$ cat src/rtl/uart_tx_arbiter.sv
// ---------------------------------------------------------------------------
// uart_tx_arbiter
//
// Packet-granular round-robin arbiter that shares one UART transmit byte
// stream among NUM_PORTS packet sources. A requester keeps the grant from
// its first byte until the byte flagged by s_last is accepted. With HEADER=1
// every packet is preceded by a source-ID byte {4'hA, id} so the host can
// demultiplex the stream.
//
// Parameters
//   NUM_PORTS  number of requesters, 2..16 (id is carried in 4 bits)
//   HEADER     1 = prefix each packet with an ID byte, 0 = pass-through
//
// Ports
//   clk        system clock
//   reset_n    asynchronous active-low reset
//   s_data     requester bytes, port i on bits [8*i+7:8*i]
//   s_valid    per-port byte valid
//   s_last     per-port last-byte-of-packet flag (qualified by s_valid)
//   s_ready    per-port byte accept (combinational from m_ready in DATA)
//   m_data     byte towards uart tx_data
//   m_valid    towards uart tx_valid
//   m_ready    from uart tx_ready
//   grant      one-hot current owner, zero when idle
//   busy       high whenever a packet (header or data) is in progress
// ---------------------------------------------------------------------------
module uart_tx_arbiter #(
   parameter int NUM_PORTS = 4,
   parameter bit HEADER    = 1'b1
) (
   input  logic                   clk,
   input  logic                   reset_n,
   input  logic [NUM_PORTS*8-1:0] s_data,
   input  logic [NUM_PORTS-1:0]   s_valid,
   input  logic [NUM_PORTS-1:0]   s_last,
   output logic [NUM_PORTS-1:0]   s_ready,
   output logic [7:0]             m_data,
   output logic                   m_valid,
   input  logic                   m_ready,
   output logic [NUM_PORTS-1:0]   grant,
   output logic                   busy
);

   localparam int IDX_W = (NUM_PORTS > 1) ? $clog2(NUM_PORTS) : 1;

   // The header carries the port index in a nibble, so more than 16 ports
   // cannot be encoded.
   if (NUM_PORTS < 2 || NUM_PORTS > 16) begin : g_bad_num_ports
      $error("uart_tx_arbiter: NUM_PORTS must be in the range 2..16");
   end

   typedef enum logic [1:0] {
      IDLE,
      HDR,
      DATA
   } state_t;

   state_t           state;
   logic [IDX_W-1:0] rr_ptr;   // first port to consider at the next arbitration
   logic [IDX_W-1:0] owner;    // index of the granted port

   // Byte lanes of the flat input bus, for indexing by the owner register.
   logic [7:0] s_bytes [NUM_PORTS];

   for (genvar i = 0; i < NUM_PORTS; i++) begin : g_lanes
      assign s_bytes[i] = s_data[8*i +: 8];
   end

   // ------------------------------------------------------------------------
   // Round-robin pick: rotate the request vector so rr_ptr lands on bit 0,
   // take the lowest set bit, then rotate the offset back modulo NUM_PORTS.
   // ------------------------------------------------------------------------
   logic [NUM_PORTS-1:0] req_rot;
   logic [IDX_W:0]       pick_off;
   logic [IDX_W:0]       pick_sum;
   logic [IDX_W-1:0]     pick;

   always_comb begin
      // NOTE: every variable assigned in a combinational block gets a default
      // first so no path leaves it holding its old value (which would be a latch).
      req_rot  = NUM_PORTS'({s_valid, s_valid} >> rr_ptr);
      pick_off = '0;
      // Descending scan: the last hit written is the lowest rotated index.
      for (int off = NUM_PORTS - 1; off >= 0; off--) begin
         if (req_rot[off]) begin
            pick_off = (IDX_W + 1)'(off);
         end
      end
      pick_sum = {1'b0, rr_ptr} + pick_off;
      if (pick_sum >= (IDX_W + 1)'(NUM_PORTS)) begin
         pick_sum = pick_sum - (IDX_W + 1)'(NUM_PORTS);
      end
      pick = pick_sum[IDX_W-1:0];
   end

   // Pointer value after the current owner finishes its packet.
   logic [IDX_W-1:0] owner_next;
   logic             accept_last;

   assign owner_next  = (owner == IDX_W'(NUM_PORTS - 1)) ? '0 : owner + IDX_W'(1);
   assign accept_last = (state == DATA) && s_valid[owner] && m_ready && s_last[owner];

   // ------------------------------------------------------------------------
   // Control FSM. Other ports are ignored until the owner's last byte has been
   // accepted, even if the owner stalls mid-packet.
   // ------------------------------------------------------------------------
   always_ff @(posedge clk or negedge reset_n) begin
      // NOTE: registers are updated with non-blocking assignments so every
      // flop samples the pre-edge values, independent of statement order.
      if (!reset_n) begin
         state  <= IDLE;
         rr_ptr <= '0;
         owner  <= '0;
         grant  <= '0;
      end else begin
         case (state)
            IDLE: begin
               if (|s_valid) begin
                  owner <= pick;
                  grant <= NUM_PORTS'(1) << pick;
                  state <= HEADER ? HDR : DATA;
               end
            end
            HDR: begin
               if (m_ready) begin
                  state <= DATA;
               end
            end
            DATA: begin
               if (accept_last) begin
                  rr_ptr <= owner_next;
                  grant  <= '0;
                  state  <= IDLE;
               end
            end
            default: state <= IDLE;
         endcase
      end
   end

   assign busy = (state != IDLE);

   // ------------------------------------------------------------------------
   // Datapath. In DATA the owner's lane is wired straight through in both
   // directions so consecutive bytes of a packet flow without bubbles.
   // ------------------------------------------------------------------------
   always_comb begin
      m_valid = 1'b0;
      m_data  = 8'h00;
      s_ready = '0;
      case (state)
         HDR: begin
            m_valid = 1'b1;
            m_data  = {4'hA, 4'(owner)};
         end
         DATA: begin
            m_valid        = s_valid[owner];
            m_data         = s_bytes[owner];
            s_ready[owner] = m_ready;
         end
         default: begin
            m_valid = 1'b0;
         end
      endcase
   end

endmodule
$ cat config.mk
export PLATFORM = sky130hd
export DESIGN_NAME = uart_tx_arbiter
export DESIGN_NICKNAME = d
export VERILOG_FILES = /design/src/rtl/uart_tx_arbiter.sv
export SDC_FILE = /design/constraint.sdc
export NUM_CORES = 1
export LEC_CHECK = 0
export ABC_AREA = 1
export CORE_MARGIN = 3
export CORE_UTILIZATION = 36
export CTS_CLUSTER_DIAMETER = 80
export DETAILED_ROUTE_END_ITERATION = 12
export PLACE_DENSITY = 0.76
export SYNTH_ARGS = -nofsm -noshare
export SYNTH_HDL_FRONTEND = slang
export SYNTH_SLANG_ARGS = --single-unit
export TNS_END_PERCENT = 10
$ cat constraint.sdc
create_clock -name clk -period 1.54 [get_ports clk]
set_input_delay 0.231 -clock clk [delete_from_list [all_inputs] [get_ports clk]]
set_output_delay 0.231 -clock clk [all_outputs]
set_load 0.01 [all_outputs]
==> run_results.csv, run 1 <==
group,metric,value,unit
run_status,run_status,"finished, violations left",
run_status,violations_in_the_final_reports,"setup timing",
timing,setup_violations,19,
timing,postLayoutSetupSlackWorst,-0.2802,ns
power_and_ir_drop,power.ir.vdd_worst,919.3,uV
clocking,cts_buffers,3,
clocking,root_buffer,"sky130_fd_sc_hd__clkbuf_4",
detailed_routing,route.detailed.wl_per_inst,13.46,um
final_layout,syn_to_final_growth,91.26,%
synth,synth-warning-count,0,
critical_path,critPathKind,"reg -> out",
timing,unrepaired_setup_endpoints_after_global_routing,"true",
timing,max_slew_margin,68.80,%
detailed_routing,drt_first_iter_violations,57,
timing,maxClockFrequency,549.4,MHz
place,dpl_worst_slack,-0.5514,ns
synth,syn-num-nets,256,
final_layout,layout_common_cells,"sky130_fd_sc_hd__clkdlybuf4s50_1, sky130_fd_sc_hd__nand2_1, sky130_fd_sc_hd__nor2_1, sky130_fd_sc_hd__buf_4, sky130_fd_sc_hd__inv_1",
detailed_routing,routed_antenna_nets,0,
hold_path,timing.hold.worst.class,"in -> async",
timing,finalHoldViolCount,0,
clocking,clock_sinks,10,
place,place_area,2024,sq um
detailed_routing,drt_pre_antenna_iters,4,
floorplan,die_area,4069,sq um
timing,tightestPinTransition,0.4665,ns
critical_path,critPathLaunchType,"flop",
grt,maximum_number_of_pins_on_one_net_before_global_route_repair,13,
floorplan,pin_count,61,
final_layout,drive_above_1_share,36.95,%
final_layout,antenna_cells,0,
synth,post_synthesis_cell_area,1202,sq um
synth,synth_seq_area_share,20.81,%
grt,first_global_vias,1591,
detailed_routing,via_count_normalized_by_instance_count,4.897,
floorplan,fp.dieH,63.79,um
grt,grt_use_total,22.30,%
timing,period_share,118.2,%
critical_path,worstPathArrival,1.59,ns
floorplan,placementRows,20,
power_and_ir_drop,cellPowerDensity,1993,nW/um^2
critical_path,crit_path_capture_type,"primary output",
place,buffer_ports.inserted,60,
grt,gr-total-overflow,0,
flow_run,cap_violations,0,
grt,global_route_wire_length_before_repair,7127,um
final_layout,layout.cell_area.non_filler,2300,sq um
place,hpwlAfterDp,3121,um
place,gp_congestion,0.8018,
timing,period_minus_slack,1.820,ns
critical_path,path_max_fanout,6,
clocking,cts_buffer_depth,2,
critical_path,timing.critical_path.required,1.31,ns
clocking,path_clk_slew,0.08,ns
synth,synth.lib_cells_used.distinct,23,
timing,fin_hold_ws,0.2687,ns
floorplan,floorplan.core_area,3128,sq um
detailed_routing,routed-via-count,1660,
detailed_routing,drcViolationCount,0,
timing,fin_skew,0.009446,ns
floorplan,start_util,38.44,%
grt,antenna_violations_before_repair,0,
floorplan,die_w,63.79,um
synth,synth_seq_cells,10,
final_layout,layout.nets,348,
clocking,cts_tree,"built",
power_and_ir_drop,static-leakage-power,1.131,nW
clocking,worst_skew_pair.late_latency,0.28,ns
clocking,cts-htree-levels,1,
clocking,cts_hold_buf,0,
synth,syn_area_per_cell,5.894,sq um
final_layout,most_common_cell_after_layout_fill_and_taps_aside,"sky130_fd_sc_hd__clkdlybuf4s50_1",
synth,number_of_standard_cells_after_synthesis,204,
timing,maxSlewViolCount,0,
detailed_routing,wl,4563,um
## per-layer routing
layer	GRT usage (%)	part of all wire [%]
met5	0	0
met3	3.515	4.7
met2	43.23	54
met1	24.54	39
met4	6.199	2.4
## synthesized netlist by cell type (all sizes together)
library cell | count | area [sq um]
xor2 | 1 | 8.760
a21oi | 6 | 30.03
nand3 | 22 | 127.6
buf | 5 | 33.78
o22ai | 5 | 31.28
nor2 | 32 | 125.1
ha | 9 | 112.6
clkbuf | 2 | 7.510
nand2 | 57 | 234.0
o21ai | 23 | 115.1
a21boi | 1 | 7.510
nand4 | 1 | 6.260
inv | 30 | 112.6
dfrtp | 10 | 250.2
## path summary, 6_finish.rpt
check | startpoint | end | slack [ns] | cells after the start
worst max-delay path | owner[0] | m_data[5] | -0.28 | 7
worst min-delay path | reset_n | grant[0] | 0.27 | 1
worst max register to register | rr_ptr[0] | grant[3] | -0.27 | 12
worst min register to register | grant[3] | grant[3] | 0.48 | 2
max in group asynchronous | reset_n | owner[0] | 0.92 | 1
min in group clk | grant[3] | grant[3] | 0.48 | 2
## final cells by class
type | instances | area [sq um]
clock buffer | 4 | 36.28
fill | 251 | 828.3
inverter | 30 | 117.6
multi-input combinational | 157 | 980.9
sequential | 10 | 254.0
tap | 44 | 55.05
timing repair buffer | 94 | 855.8
## kinds of logic after synthesis
family,synth area share [%]
and+or+nand+nor,41.00
AOI/OAI and AO/OA,15.30
xor gates and xnor gates,0.7285
DFF,20.81
buffers and inverters,12.80
adders and majority gates,9.365
## worst max-delay path, cell delays in order, from the launching register on
cell and delay, ns:
sky130_fd_sc_hd__dfrtp_2 0.47, sky130_fd_sc_hd__inv_4 0.11, sky130_fd_sc_hd__buf_6 0.12, sky130_fd_sc_hd__nor2_1 0.04
sky130_fd_sc_hd__o22ai_1 0.18, sky130_fd_sc_hd__nand3_1 0.10, sky130_fd_sc_hd__nand2_1 0.07, sky130_fd_sc_hd__clkdlybuf4s15_2 0.22
## repair_timing
| action | 4_1_cts | 5_1_grt |
|---|---|---|
| pin swaps | 12 | 11 |
| hold endpoints to repair | 0 | 0 |
| setup buffers | 6 | 1 |
| endpoints found under the setup margin | 22 | 21 |
| gates resized for setup | 89 | 24 |
| cloned | 1 | 0 |
## per-stage QoR
stage / TNS, ns / util (%) / total power, mW / cells
CTS: -3.033 / 70.52 / 4.279 / 338
floorplan: -0.4301 / - / 2.247 / 204
detailed placement: -7.377 / 64.72 / 3.529 / 327
finish: -2.972 / 73.52 / 4.583 / 339
global route: -4.974 / 73.52 / 4.977 / 339
global placement: -6.509 / 64.72 / 3.455 / 327
## registers in the layout (all words and copies together), names as in the netlist
register  count
grant         4
owner         2
rr_ptr        2
state         2
## power by group
| part | total (mW) | switching, mW | internal (mW) |
|---|---|---|---|
| Combinational | 3.82 | 2.02 | 1.79 |
| Clock | 0.245 | 0.101 | 0.144 |
| Sequential | 0.522 | 0.130 | 0.393 |
Power figures use the tool's default switching activity.
==> run 2, diff against run 1 <==
- CORE_UTILIZATION: 36 -> 30
- PLACE_DENSITY: 0.76 -> 0.66
==> run 2 against run 1 <==
- the flow still finishes with violations (setup timing)
- first-iteration DRC count shrank 3.5%
- die area rose by 18%
- largest power group unchanged
- highest routed layer unchanged
- setup slack gained 0.056 ns
==> run_results.csv, run 2 (same netlist as run 1, synthesis figures left out) <==
group,metric,value,unit
power_and_ir_drop,cellPowerDensity,1996,nW/um^2
final_layout,largest_register,"grant",
hold_path,timing.hold.worst.class,"in -> async",
final_layout,fillerInstances,349,
clocking,root_buffer,"sky130_fd_sc_hd__clkbuf_8",
run_status,violations_in_the_final_reports,"setup timing",
power_and_ir_drop,cellInternalPower,2.535,mW
flow_run,cap_violations,0,
critical_path,worstPathArrival,1.53,ns
power_and_ir_drop,static-leakage-power,1.195,nW
critical_path,worst_path_max_delay_cell,"sky130_fd_sc_hd__dfrtp_2",
grt,maximum_number_of_pins_on_one_net_before_global_route_repair,12,
floorplan,start_util,31.88,%
final_layout,fin_util,63.70,%
final_layout,antenna_cells,0,
final_layout,multiInputGateArea,983.4,sq um
clocking,cts_buffers,3,
timing,fin_skew,0.0009299,ns
power_and_ir_drop,power_frac_clock,6.7,%
place,buffer_ports.inserted,60,
critical_path,path_max_fanout,11,
detailed_routing,routed_antenna_nets,0,
run_status,run_status,"finished, violations left",
detailed_routing,drt_first_iter_violations,55,
place,hpwlAfterDp,3054,um
timing,finalHoldViolCount,0,
final_layout,final-seq-area,254.0,sq um
final_layout,largest_register_ffs,4,
timing,period_minus_slack,1.764,ns
timing,postLayoutSetupSlackWorst,-0.2238,ns
power_and_ir_drop,sw_frac_of_total,47.12,%
clocking,cts-htree-levels,1,
timing,maxClockFrequency,567.0,MHz
detailed_routing,drcViolationCount,0,
clocking,worst_skew_pair.late_latency,0.23,ns
power_and_ir_drop,power.ir.vdd_worst,894.3,uV
critical_path,timing.critical_path.required,1.31,ns
clocking,path_clk_slew,0.05,ns
final_layout,most_common_cell_after_layout_fill_and_taps_aside,"sky130_fd_sc_hd__clkdlybuf4s50_1",
critical_path,crit_chain,"buf_12, buf_16, nand2_1, nand3_2, nand2_2, nand3_2, nand2_1, buf_2",
clocking,cts_tree,"built",
power_and_ir_drop,post-layout-total-power,4.795,mW
power_and_ir_drop,switching_power,2.260,mW
place,place_area,2037,sq um
critical_path,critPathKind,"reg -> out",
timing,tightestPinTransition,0.4523,ns
detailed_routing,routed-via-count,1646,
grt,grt_use_total,17.27,%
final_layout,layout_common_cells,"sky130_fd_sc_hd__clkdlybuf4s50_1, sky130_fd_sc_hd__nand2_1, sky130_fd_sc_hd__buf_4",
grt,gr-total-overflow,0,
detailed_routing,route.detailed.wl_per_inst,12.63,um
timing,max_slew_margin,69.75,%
floorplan,die_area,4804,sq um
grt,antenna_violations_before_repair,0,
grt,first_global_vias,1657,
critical_path,critPathLaunchType,"flop",
detailed_routing,wl,4395,um
floorplan,fp.dieH,69.31,um
detailed_routing,drt_pre_antenna_iters,4,
floorplan,floorplan.core_area,3771,sq um
timing,unrepaired_setup_endpoints_after_global_routing,"true",
clocking,cts_buffer_depth,2,
power_and_ir_drop,power.share.combinational,81.6,%
critical_path,crit_path_capture_type,"primary output",
final_layout,layout.nets,353,
final_layout,drive_above_1_share,37.00,%
critical_path,worst_path_largest_cell_delay,0.49,ns
grt,global_route_wire_length_before_repair,7044,um
final_layout,syn_to_final_growth,99.79,%
power_and_ir_drop,proportion_of_power_drawn_by_flip_flops_and_latches,11.7,%
place,gp_congestion,0.8432,
clocking,clock_sinks,10,
timing,setup_violations,22,
floorplan,die_w,69.31,um
timing,period_share,114.5,%
final_layout,layout.cell_area.non_filler,2402,sq um
detailed_routing,via_count_normalized_by_instance_count,4.730,
floorplan,placementRows,22,
timing,maxSlewViolCount,0,
floorplan,pin_count,61,
==> run 2: power groups by stage <==
stage               combinational, mW  clock (mW)  sequential [mW]
floorplan                        1.74           0            0.512
global placement                 2.99           0            0.503
detailed placement               3.02           0            0.498
CTS                              3.54       0.325            0.552
global route                     4.30       0.347            0.577
finish                           3.91       0.321            0.562
==> run 2: critical path, delay by kind of cell (launching register included) <==
kind	cells	cell delay [ns]
buffers and inverters	3	0.42
and+or+nand+nor	5	0.39
DFF	1	0.49
==> run 2: repair_timing <==
| item | in CTS | in global routing |
|---|---|---|
| buffers inserted | 7 | 3 |
| gates cloned | 3 | 0 |
| hold buffers | 0 | 0 |
| pin swaps | 16 | 18 |
| hold endpoints to repair | 0 | 0 |
| gates resized for setup | 91 | 29 |
| setup endpoints to repair | 21 | 23 |
==> run 2: per-stage QoR <==
step                hold WS, ns  instances  setup TNS [ns]  setup slack [ns]
finish                   0.3192        348          -3.453           -0.2238
global route             0.3498        348          -5.687           -0.3438
CTS                      0.3188        346          -3.437           -0.2145
detailed placement       0.4719        332          -7.022           -0.5023
global placement         0.4767        332          -6.633           -0.4514
floorplan              -0.06459        204         -0.4301           -0.1039
==> run 2: final timing paths <==
check	start	to	slack (ns)	depth (start not counted)
setup / recovery	owner[0]	m_valid	-0.22	8
hold / removal	reset_n	owner[1]	0.32	1
setup reg to reg	rr_ptr[0]	owner[1]	-0.21	12
hold reg to reg	grant[3]	grant[3]	0.47	2
max in group asynchronous	reset_n	rr_ptr[1]	0.89	1
min in group clk	grant[3]	grant[3]	0.47	2
==> run 2: layout make-up <==
| cell class | instances | area share, % |
|---|---|---|
| timing repair inverter | 1 | 0.3125 |
| inverter | 30 | 5.312 |
| tap | 48 | 2.500 |
| sequential | 10 | 10.57 |
| timing repair buffer | 98 | 38.07 |
| multi-input combinational | 157 | 40.94 |
| clock buffer | 4 | 2.292 |
==> run 2: layer usage <==
layer	vias to the layer above	routed length, um	track usage [%]
met1	766	1808	20.85
li1	837	-	-
met3	8	111	1.304
met2	35	2388	32.42
met5	-	0	0
met4	0	87	4.772
==> run 3, diff against run 2 <==
- PLACE_DENSITY: 0.66 -> 0.67
==> run 3 against run 2 <==
- the flow still finishes with violations (setup timing)
- non-clock buffer count down 2
- largest cell class unchanged
- sequential power shrank 2%
- critical path depth grew 6
- clock skew grew 0.0012 ns
- final cell count decreased by 0.86%
- critical path type is now reg -> reg
- global-route usage fell by 0.12 points
==> run_results.csv, run 3 (same netlist as run 1, synthesis figures left out) <==
group,metric,value,unit
detailed_routing,routed_antenna_nets,0,
final_layout,layout.nets,350,
critical_path,crit_path_capture_type,"flop",
critical_path,timing.critical_path.from,"rr_ptr[0]",
clocking,clock_sinks,10,
final_layout,drive_above_1_share,34.34,%
clocking,worst_skew_pair.late_latency,0.24,ns
detailed_routing,drt_first_iter_violations,46,
detailed_routing,drcViolationCount,0,
timing,fin_skew,0.002138,ns
critical_path,path_max_fanout,6,
timing,finalSetupTns,-2.199,ns
grt,grt_use_total,17.16,%
power_and_ir_drop,power.ir.vdd_worst,902.4,uV
final_layout,layout_common_cells,"sky130_fd_sc_hd__clkdlybuf4s50_1, sky130_fd_sc_hd__nand2_1, sky130_fd_sc_hd__nor2_1",
floorplan,start_util,31.88,%
final_layout,most_common_cell_after_layout_fill_and_taps_aside,"sky130_fd_sc_hd__clkdlybuf4s50_1",
place,buffer_ports.inserted,60,
grt,antenna_violations_before_repair,0,
timing,period_share,116.6,%
clocking,cts_buffer_depth,2,
grt,maximum_number_of_pins_on_one_net_before_global_route_repair,11,
timing,postLayoutSetupSlackWorst,-0.2555,ns
clocking,cts-htree-levels,1,
hold_path,timing.hold.worst.class,"in -> async",
detailed_routing,via_count_normalized_by_instance_count,4.649,
final_layout,antenna_cells,0,
clocking,path_clk_slew,0.05,ns
place,hpwlAfterDp,3059,um
final_layout,largest_register_ffs,4,
floorplan,pin_count,61,
grt,grt.met3_usage,4.348,%
grt,global_route_wire_length_before_repair,6927,um
run_status,violations_in_the_final_reports,"setup timing",
place,gp_congestion,0.8316,
power_and_ir_drop,switching_power,2.119,mW
timing,setup_violations,18,
power_and_ir_drop,proportion_of_power_drawn_by_flip_flops_and_latches,12.3,%
final_layout,largest_register,"grant",
flow_run,cap_violations,0,
power_and_ir_drop,static-leakage-power,1.145,nW
grt,met2_usage,31.04,%
timing,unrepaired_setup_endpoints_after_global_routing,"true",
clocking,cts_tree,"built",
detailed_routing,drt_pre_antenna_iters,4,
final_layout,syn_to_final_growth,90.01,%
critical_path,timing.reg2reg.worst_path_depth,14,
floorplan,die_w,69.31,um
power_and_ir_drop,sw_frac_of_total,47.08,%
critical_path,worstPathArrival,1.92,ns
critical_path,crit_path_end,"owner[1]",
grt,grt_most_used_layer,"met2",
critical_path,worst_r2r_startpoint,"rr_ptr[0]",
timing,max_slew_margin,71.11,%
floorplan,fp.dieH,69.31,um
place,dpl_worst_slack,-0.5218,ns
critical_path,reg2reg_to,"owner[1]",
timing,tightestPinTransition,0.4320,ns
floorplan,placementRows,22,
power_and_ir_drop,power.share.combinational,80.5,%
detailed_routing,route.detailed.wl_per_inst,11.85,um
timing,finalHoldViolCount,0,
power_and_ir_drop,cellPowerDensity,1970,nW/um^2
detailed_routing,routed-via-count,1604,
critical_path,critPathLaunchType,"flop",
floorplan,die_area,4804,sq um
critical_path,timing.critical_path.required,1.66,ns
run_status,run_status,"finished, violations left",
timing,fin_hold_ws,0.3043,ns
timing,period_minus_slack,1.795,ns
clocking,root_buffer,"sky130_fd_sc_hd__clkbuf_8",
power_and_ir_drop,power_frac_clock,7.2,%
grt,gr-total-overflow,0,
timing,maxSlewViolCount,0,
grt,grtUsageMet1,21.04,%
detailed_routing,wl,4089,um
grt,first_global_vias,1589,
floorplan,floorplan.core_area,3771,sq um
critical_path,critPathKind,"reg -> reg",
timing,maxClockFrequency,556.9,MHz
critical_path,worst-r2r-setup-slack,-0.26,ns
power_and_ir_drop,cellInternalPower,2.381,mW
clocking,cts_buffers,3,
run 3: timing repair:
item / CTS / global route
resized for setup: 93 / 20
cloned: 1 / 0
hold buffers: 0 / 0
hold endpoints to repair: 0 / 0
setup endpoints to repair: 22 / 21
pin swaps: 17 / 8
setup buffers: 8 / 0
run 3: cell type report:
class	instances	area [sq um]
Sequential cell	10	254.0
Multi-Input combinational cell	157	944.7
Inverter	30	120.1
Fill cell	357	1486
Tap cell	48	60.06
Clock buffer	4	55.05
Timing Repair Buffer	96	850.8
run 3: worst max-delay path, stage by stage (launching register included):
cell	delay (ns)
sky130_fd_sc_hd__dfrtp_2	0.46
sky130_fd_sc_hd__inv_4	0.11
sky130_fd_sc_hd__nand2_2	0.07
sky130_fd_sc_hd__nand3_2	0.07
sky130_fd_sc_hd__nand2_2	0.06
sky130_fd_sc_hd__buf_4	0.13
sky130_fd_sc_hd__buf_4	0.12
sky130_fd_sc_hd__buf_4	0.12
sky130_fd_sc_hd__buf_4	0.12
sky130_fd_sc_hd__nand2_1	0.07
sky130_fd_sc_hd__nand2_1	0.05
sky130_fd_sc_hd__nand2_1	0.07
sky130_fd_sc_hd__nand2_2	0.09
sky130_fd_sc_hd__nand2_1	0.08
sky130_fd_sc_hd__o21ai_1	0.06
run 3: power groups by stage:
stage	sequential (mW)	clock (mW)	combinational [mW]
after CTS	0.547	0.336	3.44
after global routing	0.569	0.354	4.04
after floorplan	0.512	0	1.74
final	0.553	0.326	3.62
after global placement	0.501	0	2.97
after detailed placement	0.502	0	3.01
run 3: per-stage QoR:
stage	area, sq um	std cells	util, %	power (mW)
after floorplan	1202	204	-	2.247
after global placement	2032	333	53.88	3.476
after detailed placement	2032	333	53.88	3.515
after CTS	2238	345	59.36	4.318
after global routing	2285	345	60.58	4.960
final	2285	345	60.58	4.500
run 3: worst min-delay path by stage:
stage              from        to  slack, ns  depth (start not counted)
6_report        reset_n  grant[3]       0.30                          1
5_1_grt         reset_n  state[1]       0.34                          1
4_1_cts         reset_n  grant[3]       0.32                          1
3_5_place_dp   grant[3]  grant[3]       0.47                          2
3_3_place_gp   grant[3]  grant[3]       0.47                          2
2_1_floorplan   reset_n  grant[0]      -0.06                          0
run 3: routing by layer:
layer | part of all wire (%) | vias up
li1 | - | 833
met2 | 52 | 31
met1 | 44 | 738
met5 | 0 | -
met4 | 0.44 | 0
met3 | 4.1 | 2
